### src/rtl/mux_nx1_rr_reg_if.sv
// Handshake bundle for mux_nx1_rr_reg: N producer channels in, one registered consumer port out.
// The master side drives the inputs and consumes the output. The slave side is the mux.
interface mux_nx1_rr_reg_if #(
  parameter int WIDTH = 8,
  parameter int N     = 4
);
  localparam int SEL_W = (N > 1) ? $clog2(N) : 1;

  logic [N*WIDTH-1:0] in_data;
  logic [N-1:0]       in_valid;
  logic [N-1:0]       in_ready;
  logic               mode;
  logic [SEL_W-1:0]   sel;
  logic [WIDTH-1:0]   out_data;
  logic               out_valid;
  logic               out_ready;
  logic [SEL_W-1:0]   out_ch;

  modport master (
    output in_data, in_valid, mode, sel, out_ready,
    input  in_ready, out_data, out_valid, out_ch
  );

  modport slave (
    input  in_data, in_valid, mode, sel, out_ready,
    output in_ready, out_data, out_valid, out_ch
  );
endinterface

### src/rtl/mux_nx1_rr_reg.sv
// N-channel registered mux with valid/ready on every port.
// Channel choice is either a static select (mode 0) or a round-robin arbiter (mode 1).
module mux_nx1_rr_reg #(
  parameter int WIDTH = 8,
  parameter int N     = 4
) (
  input  logic            clk,
  input  logic            rst_n,
  mux_nx1_rr_reg_if.slave bus
);
  localparam int SEL_W = (N > 1) ? $clog2(N) : 1;

  logic             out_valid_q, out_valid_d;
  logic [WIDTH-1:0] out_data_q, out_data_d;
  logic [SEL_W-1:0] out_ch_q, out_ch_d;
  logic [SEL_W-1:0] rr_ptr_q, rr_ptr_d;

  logic             ld;
  logic             sel_hit;
  logic             rr_found;
  logic [SEL_W-1:0] rr_g;
  logic [SEL_W:0]   idx;
  logic             grant;
  logic [SEL_W-1:0] g;
  logic [WIDTH-1:0] g_data;

  assign ld = !out_valid_q || bus.out_ready;

  // Static select only matches in-range channels, so sel >= N can never grant.
  always_comb begin
    sel_hit = 1'b0;
    for (int i = 0; i < N; i++) begin
      if (bus.sel == SEL_W'(i) && bus.in_valid[i]) sel_hit = 1'b1;
    end
  end

  // Scan from rr_ptr upward, wrapping at N; the first valid channel wins.
  always_comb begin
    rr_found = 1'b0;
    rr_g     = '0;
    idx      = '0;
    for (int k = 0; k < N; k++) begin
      idx = {1'b0, rr_ptr_q} + (SEL_W+1)'(k);
      if (idx >= (SEL_W+1)'(N)) idx = idx - (SEL_W+1)'(N);
      if (!rr_found && bus.in_valid[idx[SEL_W-1:0]]) begin
        rr_found = 1'b1;
        rr_g     = idx[SEL_W-1:0];
      end
    end
  end

  assign grant = bus.mode ? rr_found : sel_hit;
  assign g     = bus.mode ? rr_g     : bus.sel;

  always_comb begin
    g_data = '0;
    for (int i = 0; i < N; i++) begin
      if (g == SEL_W'(i)) g_data = bus.in_data[i*WIDTH +: WIDTH];
    end
  end

  // Held low while in reset, even though the empty output register would otherwise allow a load.
  for (genvar gi = 0; gi < N; gi++) begin : g_rdy
    assign bus.in_ready[gi] = rst_n && ld &&
      (bus.mode ? (rr_found && rr_g == SEL_W'(gi)) : (bus.sel == SEL_W'(gi)));
  end

  always_comb begin
    out_valid_d = out_valid_q;
    out_data_d  = out_data_q;
    out_ch_d    = out_ch_q;
    rr_ptr_d    = rr_ptr_q;
    if (ld) begin
      out_valid_d = grant;
      if (grant) begin
        out_data_d = g_data;
        out_ch_d   = g;
        rr_ptr_d   = (g == SEL_W'(N-1)) ? '0 : g + SEL_W'(1);
      end
    end
  end

  always_ff @(posedge clk or negedge rst_n) begin
    if (!rst_n) begin
      out_valid_q <= 1'b0;
      out_data_q  <= '0;
      out_ch_q    <= '0;
      rr_ptr_q    <= '0;
    end else begin
      out_valid_q <= out_valid_d;
      out_data_q  <= out_data_d;
      out_ch_q    <= out_ch_d;
      rr_ptr_q    <= rr_ptr_d;
    end
  end

  assign bus.out_valid = out_valid_q;
  assign bus.out_data  = out_data_q;
  assign bus.out_ch    = out_ch_q;
endmodule
### src/flat_wrapper.sv
// flat-port wrapper written by rule: the top's interface ports become plain ports
module mux_nx1_rr_reg_flat 
#(
  parameter int WIDTH = 8,
  parameter int N     = 4
)
  (clk, rst_n, bus_in_data, bus_in_valid, bus_mode, bus_sel, bus_out_ready, bus_in_ready, bus_out_data, bus_out_valid, bus_out_ch);
  mux_nx1_rr_reg_if #(.WIDTH(WIDTH), .N(N)) bus_i ();
  input  logic clk;
  input  logic rst_n;
  input wire logic [$bits(bus_i.in_data)-1:0] bus_in_data;
  input wire logic [$bits(bus_i.in_valid)-1:0] bus_in_valid;
  input wire logic [$bits(bus_i.mode)-1:0] bus_mode;
  input wire logic [$bits(bus_i.sel)-1:0] bus_sel;
  input wire logic [$bits(bus_i.out_ready)-1:0] bus_out_ready;
  output wire logic [$bits(bus_i.in_ready)-1:0] bus_in_ready;
  output wire logic [$bits(bus_i.out_data)-1:0] bus_out_data;
  output wire logic [$bits(bus_i.out_valid)-1:0] bus_out_valid;
  output wire logic [$bits(bus_i.out_ch)-1:0] bus_out_ch;
  assign bus_i.in_data = bus_in_data;
  assign bus_i.in_valid = bus_in_valid;
  assign bus_i.mode = bus_mode;
  assign bus_i.sel = bus_sel;
  assign bus_i.out_ready = bus_out_ready;
  assign bus_in_ready = bus_i.in_ready;
  assign bus_out_data = bus_i.out_data;
  assign bus_out_valid = bus_i.out_valid;
  assign bus_out_ch = bus_i.out_ch;
  mux_nx1_rr_reg #(.WIDTH(WIDTH), .N(N)) u_core (.clk(clk), .rst_n(rst_n), .bus(bus_i));
endmodule
### config.mk
export PLATFORM = sky130hd
export DESIGN_NAME = mux_nx1_rr_reg_flat
export DESIGN_NICKNAME = d
export VERILOG_FILES = /design/src/rtl/mux_nx1_rr_reg_if.sv /design/src/rtl/mux_nx1_rr_reg.sv /design/src/flat_wrapper.sv
export SDC_FILE = /design/constraint.sdc
export NUM_CORES = 1
export LEC_CHECK = 0
export CORE_MARGIN = 4
export CORE_UTILIZATION = 34
export CTS_CLUSTER_DIAMETER = 200
export DETAILED_ROUTE_END_ITERATION = 8
export PLACE_DENSITY = 0.76
export SLEW_MARGIN = 15
export SYNTH_ARGS = -nofsm -noshare
export SYNTH_HDL_FRONTEND = slang
export SYNTH_SLANG_ARGS = --single-unit
### constraint.sdc
create_clock -name clk -period 2.2 [get_ports clk]
set_input_delay 0.33 -clock clk [delete_from_list [all_inputs] [get_ports clk]]
set_output_delay 0.33 -clock clk [all_outputs]
set_load 0.005 [all_outputs]
==> results.md, run 1 <==
* CP max-delay cell: dfrtp_2
* CTS clk-pin slew, worst paths at 80 ps
* Hold Path Class: in -> async
* RSZ-0062 raised after global routing: yes
* Synth warn at 0
* Clk_skew at 2.36 ps
* Cell Area, Placed at 1680 um^2
* Largest net degree at the start of global routing at 17
* Vias per cell at 5.43
* Max Freq at 0.449 GHz
* Arr. time, crit path at 2390 ps
* GRT overflow at 0
* Setup violators final at 2
* Non-filler instance count after layout at approximately 220
* Vias in the first global route at approximately 1200
* # DRC at 0
* Yosys reg bits at 13
* Pwr per Cell Area at 745 nW/um^2
* Share of layout cells above drive strength 1 at 32.6%
* Normalized max-slew margin at 67.4%
* First-pass GRT wire length at 4.93 mm
* Post-CTS Hold Fix Bufs at 0
* Post-synth cell types at 29
* Most frequent cells in the layout: clkdlybuf4s50_1, buf_4, a21oi_1
* Fillers at 210
* Avg WL per Cell at 16.8 um
* Worst R2R Start: u_core.rr_ptr_q[1]
* Nature of the critical path endpoint: flop
* Initial core utilization at a little over a third
* Worst path cell trace: nand2_2 > nand3b_1 > a2bb2oi_2 > mux2_4 > inv_2 > ha_2 > nor2b_4 > buf_12 > a221oi_2 > nor3_1 > a21oi_1 > a21oi_1
* Crit Path Max Fanout at 5
* Syn_area_per_cell at 8.40 um^2
* Failing checks: negative setup slack
* Final net count at 240
* Routed Antenna Nets at 0
* Placed cell count at 211
* Clock sink count at 13
* R2R Setup Slk at -30 ps
* Max Slew Vio Count at 0
* Buffers on Ports at 56
* H-tree levels at 1
* Core box area at 2760 um^2
* Chip height at 61.5 um
* Slowest Stage Delay on Critical Path at 450 ps
* Worst slack, placed at -508 ps
* Tcrit/Tclk final at 101%
* Clock Latency Late Sink at 280 ps
* Setup TNS at -29.6 ps
* Global-route usage over all layers at between 15 and 20%
* Vias post-DR at approximately 1200
* Setup CP Type: reg -> reg
* R2R Path End: u_core.bus.out_data[7]
* Critical Path RT at approximately 2400 ps
* I/O Pins at 57
* CTS Root Cell: clkbuf_4
* Tmin final at between 2000 and 2500 ps
* Post-Syn Area at 975 um^2
* Clock Path Buffers at 2
* Number of buffers created by CTS at 3
* Initial antenna violation count at 0
* R2R cell count at 12
* 1st-pass router iterations at 4
* Post-DP HPWL at 2.51 mm
* Fin area at 1920 um^2
* Antenna cell count at 0
* Synth Instances at about 120
* Slew @ Worst Pin at 489 ps
* Min Hold Slack at 422 ps
* Area Overhead vs Synth at 97.0%
* VDD IR max at 0.620 mV
* Status: complete, but fails checks
* Startpoint types: flop
* Slack of the critical path at -28.5 ps
* Iteration-0 DRC Markers at 44
* Top cell by count, worst path: a21oi_1
* RePlAce Congestion at 0.886
* Max-Cap Viols at 0
* Rows at 19
* Leading cell type in the layout, fill and taps excluded: clkdlybuf4s50_1
* Lkg Pwr at 0.789 nW
* Die W at 61.5 um
* Final WL at 3.77 mm
* Die area at 3790 um^2
* Register area share after synthesis at approximately 33%
* CTS tree: done
* Syn Nets at 162
* Final number of hold-violating endpoints at 0
-- per-layer routing --
layer / share of wire [%] / global-route usage (%) / vias up / wire length [um]
met5: 0 / 0 / - / 0
met4: 2.1 / 3.94 / 0 / 78
met3: 6.6 / 4.82 / 9 / 248
met2: 54 / 33.0 / 42 / 2050
met1: 37 / 19.2 / 591 / 1390
li1: - / - / 575 / -
-- timing repair --
action | 4_1_cts | 5_1_grt
gates cloned | 0 | 1
resized for setup | 18 | 30
setup buffers | 4 | 4
hold endpoints to repair | 0 | 0
endpoints found under the setup margin | 12 | 12
pin swaps | 5 | 19
-- cell usage after synthesis --
cell type  count  area [um^2]
nand2_1        6         22.5
inv_1          6         22.5
clkbuf_1       5         18.8
mux2_2         1         11.3
a21oi_1       25          125
or3_1          2         12.5
o21ai_0        1         5.00
ha_1           4         50.1
buf_2          1         5.00
a221oi_1       7         61.3
mux2_1         1         11.3
a32oi_1        1         8.76
nand2b_1       1         6.26
a2bb2oi_1      1         8.76
nor3b_1        1         7.51
mux2i_1        1         10.0
nor2_1        11         41.3
mux2_4         2         30.0
mux4_2         1         22.5
buf_6          1         11.3
a21boi_2       1         11.3
nor3_1         7         35.0
dfrtp_1       13          325
o41ai_1        1         8.76
nor2b_1        9         56.3
a21oi_2        1         8.76
a22oi_1        1         7.51
nand3b_1       3         22.5
a211oi_1       1         7.51
-- critical path: cells and delay by family (launching register included) --
kind / cells / cell delay, ps
fa+ha+maj: 1 / 170
flops: 1 / 450
buf+inv: 2 / 190
simple gates: 4 / 410
compound gates: 4 / 700
mux: 1 / 210
-- kinds of logic after synthesis --
kind of cell | Yosys count | share of synthesized area [%]
mux | 6 | 8.73
simple gates | 40 | 20.9
fa+ha+maj | 4 | 5.13
buf+inv | 13 | 5.90
flops | 13 | 33.4
compound gates | 40 | 25.9
-- cell type report --
type / instances / area [um^2] / area share, %
timing repair buffer: 80 / 769 / 40.1
multi-input combinational: 90 / 736 / 38.3
sequential: 13 / 328 / 17.1
tap: 31 / 38.8 / 2.02
clock buffer: 4 / 26.3 / 1.37
inverter: 6 / 22.5 / 1.17
-- worst max path at each step --
stage	start	end	slack, ps	cells past startpoint
after global routing	u_core.rr_ptr_q[1]	u_core.bus.out_data[5]	-140	12
after global placement	bus_in_valid[0]	u_core.bus.out_data[6]	-410	12
final	u_core.rr_ptr_q[1]	u_core.bus.out_data[7]	-30	12
after CTS	u_core.rr_ptr_q[0]	bus_in_ready[0]	-60	7
after detailed placement	bus_in_valid[0]	u_core.bus.out_data[6]	-510	11
after floorplan	u_core.rr_ptr_q[0]	u_core.bus.out_data[1]	50	12
-- metrics by stage --
step	power [mW]	util, %
6_report	1.43	69.6
5_1_grt	1.52	69.6
4_1_cts	1.28	64.2
3_5_place_dp	1.06	60.8
3_3_place_gp	1.04	60.8
2_1_floorplan	0.707	-
-- flip-flops by register name (all words and copies together) (netlist names) --
signal,cells
u_core.bus.out_ch,2
u_core.bus.out_data,8
u_core.rr_ptr_q,2
u_core.bus.out_valid,1
-- where the power goes --
part / switching (mW) / internal (mW) / total, mW
combinational: 0.370 / 0.529 / 0.899
sequential: 0.0620 / 0.320 / 0.382
clock: 0.0785 / 0.0704 / 0.149
total: 0.511 / 0.919 / 1.43
No activity file was read; power rests on OpenSTA's default activity.
==> run 2: changes to the inputs <==
--- a/config.mk
+++ b/config.mk
@@ -5,11 +5,14 @@
 export SDC_FILE = /design/constraint.sdc
 export NUM_CORES = 1
 export LEC_CHECK = 0
+export CELL_PAD_IN_SITES_DETAIL_PLACEMENT = 0
+export CELL_PAD_IN_SITES_GLOBAL_PLACEMENT = 1
+export CORE_ASPECT_RATIO = 0.5
 export CORE_MARGIN = 4
-export CORE_UTILIZATION = 34
+export CORE_UTILIZATION = 23
 export CTS_CLUSTER_DIAMETER = 200
 export DETAILED_ROUTE_END_ITERATION = 8
-export PLACE_DENSITY = 0.76
+export PLACE_DENSITY_LB_ADDON = 0.1
 export SLEW_MARGIN = 15
 export SYNTH_ARGS = -nofsm -noshare
 export SYNTH_HDL_FRONTEND = slang
==> results.md, run 2 (synthesized netlist as in run 1, its figures left out) <==
* Pwr per Cell Area at 757 nW/um^2
* Rows at 16
* 1st-pass router iterations at 4
* Buffers on Ports at between 50 and 60
* Chip height at 54.0 um
* Final net count at 239
* Multi-input logic area at 751 um^2
* Vias per cell at 4.64
* RePlAce Congestion at 0.735
* Die W at 100 um
* Tmin final at 2140 ps
* Antenna cell count at 0
* Hold Path Class: in -> async
* Core box area at 3980 um^2
* Fillers at 390
* Critical Path RT at 2370 ps
* Global-route usage over all layers at about an eighth
* R2R Setup Slk at a little over 60 ps
* Iteration-0 DRC Markers at 50
* Nature of the critical path endpoint: flop
* Clock Latency Late Sink at 240 ps
* Setup violators final at 0
* Share of layout cells above drive strength 1 at between 30 and 40%
* RSZ-0062 raised after global routing: yes
* Clock Path Buffers at 2
* Avg WL per Cell at roughly 13 um
* Normalized max-slew margin at roughly three quarters
* Setup CP Type: reg -> reg
* Area Overhead vs Synth at 101%
* Largest net degree at the start of global routing at 19
* Slew @ Worst Pin at 383 ps
* Lkg Pwr at 0.789 nW
* Most frequent cells in the layout: clkdlybuf4s50_1, a21oi_1, buf_4
* Tcrit/Tclk final at 97.2%
* Post-DP HPWL at between 2 and 2.5 mm
* Max Slew Vio Count at 0
* Startpoint types: flop
* I/O Pins at 57
* Vias in the first global route at between 1000 and 1500
* Initial antenna violation count at 0
* CTS clk-pin slew, worst paths at about 60 ps
* Fin area at 1960 um^2
* Die area at 5410 um^2
* Clock sink count at 13
* Max FFs per register at 8
* Leading cell type in the layout, fill and taps excluded: clkdlybuf4s50_1
* Max Freq at around 0.47 GHz
* Final number of hold-violating endpoints at 0
* Register area at about 330 um^2
* GRT overflow at 0
* CTS tree: done
* H-tree levels at 1
* Overall Power at 1.48 mW
* VDD IR max at 0.298 mV
* Vias post-DR at 1142
* First-pass GRT wire length at 5.13 mm
* Arr. time, crit path at 2310 ps
* Status: completed
* Cell Area, Placed at 1740 um^2
* Initial core utilization at 24.5%
* CTS Root Cell: clkbuf_8
* # DRC at 0
* Max-Cap Viols at 0
* Post-CTS Hold Fix Bufs at 0
* Crit Path Max Fanout at 7
* Final WL at ~3.3 mm
* Clk_skew at 3.60 ps
* Number of buffers created by CTS at 3
* Routed Antenna Nets at 0
==> run 2: routing by layer <==
layer  up-vias  wire length [um]  global-route usage (%)
met5         -                 0                       0
met4         0                 0                    1.34
met3         0               186                    3.23
met2        33              1590                    21.3
met1       536              1480                    15.8
li1        573                 -                       -
==> run 2: power breakdown <==
part           total (mW)  internal (mW)  switching, mW
Combinational       0.878          0.538          0.341
Sequential          0.384          0.320         0.0647
Clock               0.217          0.128         0.0892
==> run 2: area by class of cell <==
class,instances,share of cell area (%)
clock buffer,4,2.30
inverter,6,1.28
multi-input combinational,90,38.4
sequential,13,16.7
tap,54,3.45
timing repair buffer,79,37.9
==> run 2: metrics by stage <==
step                      hold WS, ps  cells  utilization [%]  setup WS, ps  TNS, ps
after CTS                         435    244             46.8         -22.0    -41.3
after detailed placement          492    237             43.7          -618    -6030
after global routing              438    246             49.1         -76.0     -309
after floorplan                  34.4    116                -          51.9        0
after global placement            482    237             43.7          -581    -5690
final                             426    246             49.1          61.4        0
==> run 2: worst paths after layout <==
kind | from | to | depth (start not counted)
setup / recovery | u_core.rr_ptr_q[1] | u_core.bus.out_data[6] | 10
hold / removal | rst_n | u_core.bus.out_data[5] | 2
setup reg to reg | u_core.rr_ptr_q[1] | u_core.bus.out_data[6] | 10
hold reg to reg | u_core.bus.out_ch[1] | u_core.bus.out_ch[1] | 1
max in group asynchronous | rst_n | u_core.rr_ptr_q[1] | 2
min in group clk | u_core.bus.out_ch[1] | u_core.bus.out_ch[1] | 1
==> run 2: worst max-delay path, stage by stage (launching register included) <==
cell and delay [ps]:
dfrtp_2 460, buf_4 160, a2bb2oi_2 160, mux2_4 310, inv_4 80, ha_4 120, nor2b_4 290, a221oi_2 100
nor3_1 180, a21oi_1 60, a21oi_1 140
==> run 2: what timing repair did <==
action / in CTS / in global routing
pin swaps: 3 / 8
setup buffers: 3 / 2
endpoints found under the setup margin: 12 / 12
gates resized for setup: 22 / 26
==> run 3: changes to the inputs <==
==> constraint.sdc (replaced) <==
create_clock -name clk -period 2.2 [get_ports clk]
set_input_delay 0.33 -clock clk [delete_from_list [all_inputs] [get_ports clk]]
set_output_delay 0.33 -clock clk [all_outputs]
set_load 0.05 [all_outputs]
==> results.md, run 3 (synthesized netlist as in run 1, its figures left out) <==
* Status: completed
* RSZ-0062 raised after global routing: yes
* Overall Power at 1.66 mW
* Min Hold Slack at roughly 430 ps
* Vias post-DR at ~1100
* I/O Pins at 57
* Vias per cell at 4.56
* CTS tree: done
* Cell Area, Placed at around 1800 um^2
* Clock sink count at 13
* Clock Path Buffers at 2
* Die W at 100 um
* Tcrit/Tclk final at 99.1%
* Slack of the critical path at 18.8 ps
* Core box area at 3980 um^2
* Area Overhead vs Synth at 102%
* Vias in the first global route at around 1100
* Die area at 5410 um^2
* Slowest Stage Delay on Critical Path at 430 ps
* Number of buffers created by CTS at 3
* Normalized max-slew margin at 66.3%
* VDD IR max at 0.366 mV
* Final number of hold-violating endpoints at 0
* Startpoint types: flop
* GRT overflow at 0
* Placed cell count at 237
* R2R Path End: u_core.bus.out_data[1]
* Buffers on Ports at 56
* Buf/Inv on CP at 3
* Critical Path RT at around 1900 ps
* Initial core utilization at 24.5%
* Tmin final at 2180 ps
* Routed Antenna Nets at 0
* Max-Cap Viols at 0
* 1st-pass router iterations at 4
* Share of layout cells above drive strength 1 at 31.7%
* H-tree levels at 1
* GR Util met3 at 3.62%
* Most used routing layer: met2
* Max Slew Vio Count at 0
* Antenna cell count at 0
* Global-route usage over all layers at 11.9%
* Final net count at approximately 240
* Slew @ Worst Pin at 504 ps
* Clk_skew at 0.905 ps
* Setup CP Type: reg -> out
* Arr. time, crit path at 1850 ps
* # DRC at 0
* R2R cell count at 10
* GR Util met1 at 14.3%
* Largest delay share family, worst path: buffers and inverters
* Max FFs per register at 8
* Largest net degree at the start of global routing at 19
* Iteration-0 DRC Markers at 20
* Lkg Pwr at 0.779 nW
* Chip height at between 50 and 60 um
* Setup violators final at 0
* Post-CTS Hold Fix Bufs at 0
* CTS Root Cell: clkbuf_8
* Most frequent cells in the layout: clkdlybuf4s50_1, a21oi_1, buf_4
* Initial antenna violation count at 0
* Fin area at between 1500 and 2000 um^2
* Clock Latency Late Sink at around 240 ps
* Leading cell type in the layout, fill and taps excluded: clkdlybuf4s50_1
* CTS clk-pin slew, worst paths at 50 ps
* Hold Path Class: in -> async
* Pwr per Cell Area at 845 nW/um^2
* R2R Setup Slk at 80 ps
* Non-filler instance count after layout at 243
* RePlAce Congestion at ~0.72
* Rows at 16
* Crit Path Max Fanout at 4
* CP max-delay cell: dfrtp_1
* Max Freq at 0.458 GHz
* Avg WL per Cell at between 10 and 15 um
* M2 GR Usage at 21.6%
* Top cell by count, worst path: buf_4
* First-pass GRT wire length at 5.02 mm
* Final WL at 3.22 mm
* Worst slack, placed at -543 ps
* Core Util, Final at 49.4%
* Worst path cell trace: buf_4 > a2bb2oi_2 > buf_4 > or3_4 > a21oi_4 > buf_12
* Nature of the critical path endpoint: primary output
* Post-DP HPWL at ~2.5 mm
* Setup TNS at 0 ps
* Worst R2R Start: u_core.rr_ptr_q[1]
run 3: final cells by class:
type | count | area, um^2
Timing Repair Buffer | 76 | 766
Multi-Input combinational cell | 90 | 743
Inverter | 6 | 22.5
Fill cell | 388 | 2010
Sequential cell | 13 | 325
Tap cell | 54 | 67.6
Clock buffer | 4 | 45.0
run 3: metal layers:
layer | wire, um | up-vias
met5 | 0 | -
li1 | - | 568
met4 | 21 | 0
met3 | 183 | 2
met2 | 1590 | 31
met1 | 1420 | 508
run 3: worst max-delay path by stage:
stage                                   from                     end  depth (start not counted)
final                     u_core.rr_ptr_q[1]         bus_in_ready[0]                          6
after global routing      u_core.rr_ptr_q[1]         bus_in_ready[0]                          6
after global placement       bus_in_valid[0]  u_core.bus.out_data[7]                         10
after floorplan                     bus_mode         bus_in_ready[0]                          4
after CTS                 u_core.rr_ptr_q[0]  u_core.bus.out_data[0]                         10
after detailed placement     bus_in_valid[0]  u_core.bus.out_data[7]                         12
run 3: what timing repair did:
item / CTS / global route
buffers inserted: 1 / 1
setup endpoints to repair: 12 / 10
pin swaps: 2 / 19
gates resized for setup: 9 / 27
run 3: power breakdown:
group          internal, mW  total (mW)  switching, mW
Clock                 0.128       0.207         0.0796
Combinational         0.501        1.08          0.579
Sequential            0.318       0.376         0.0582
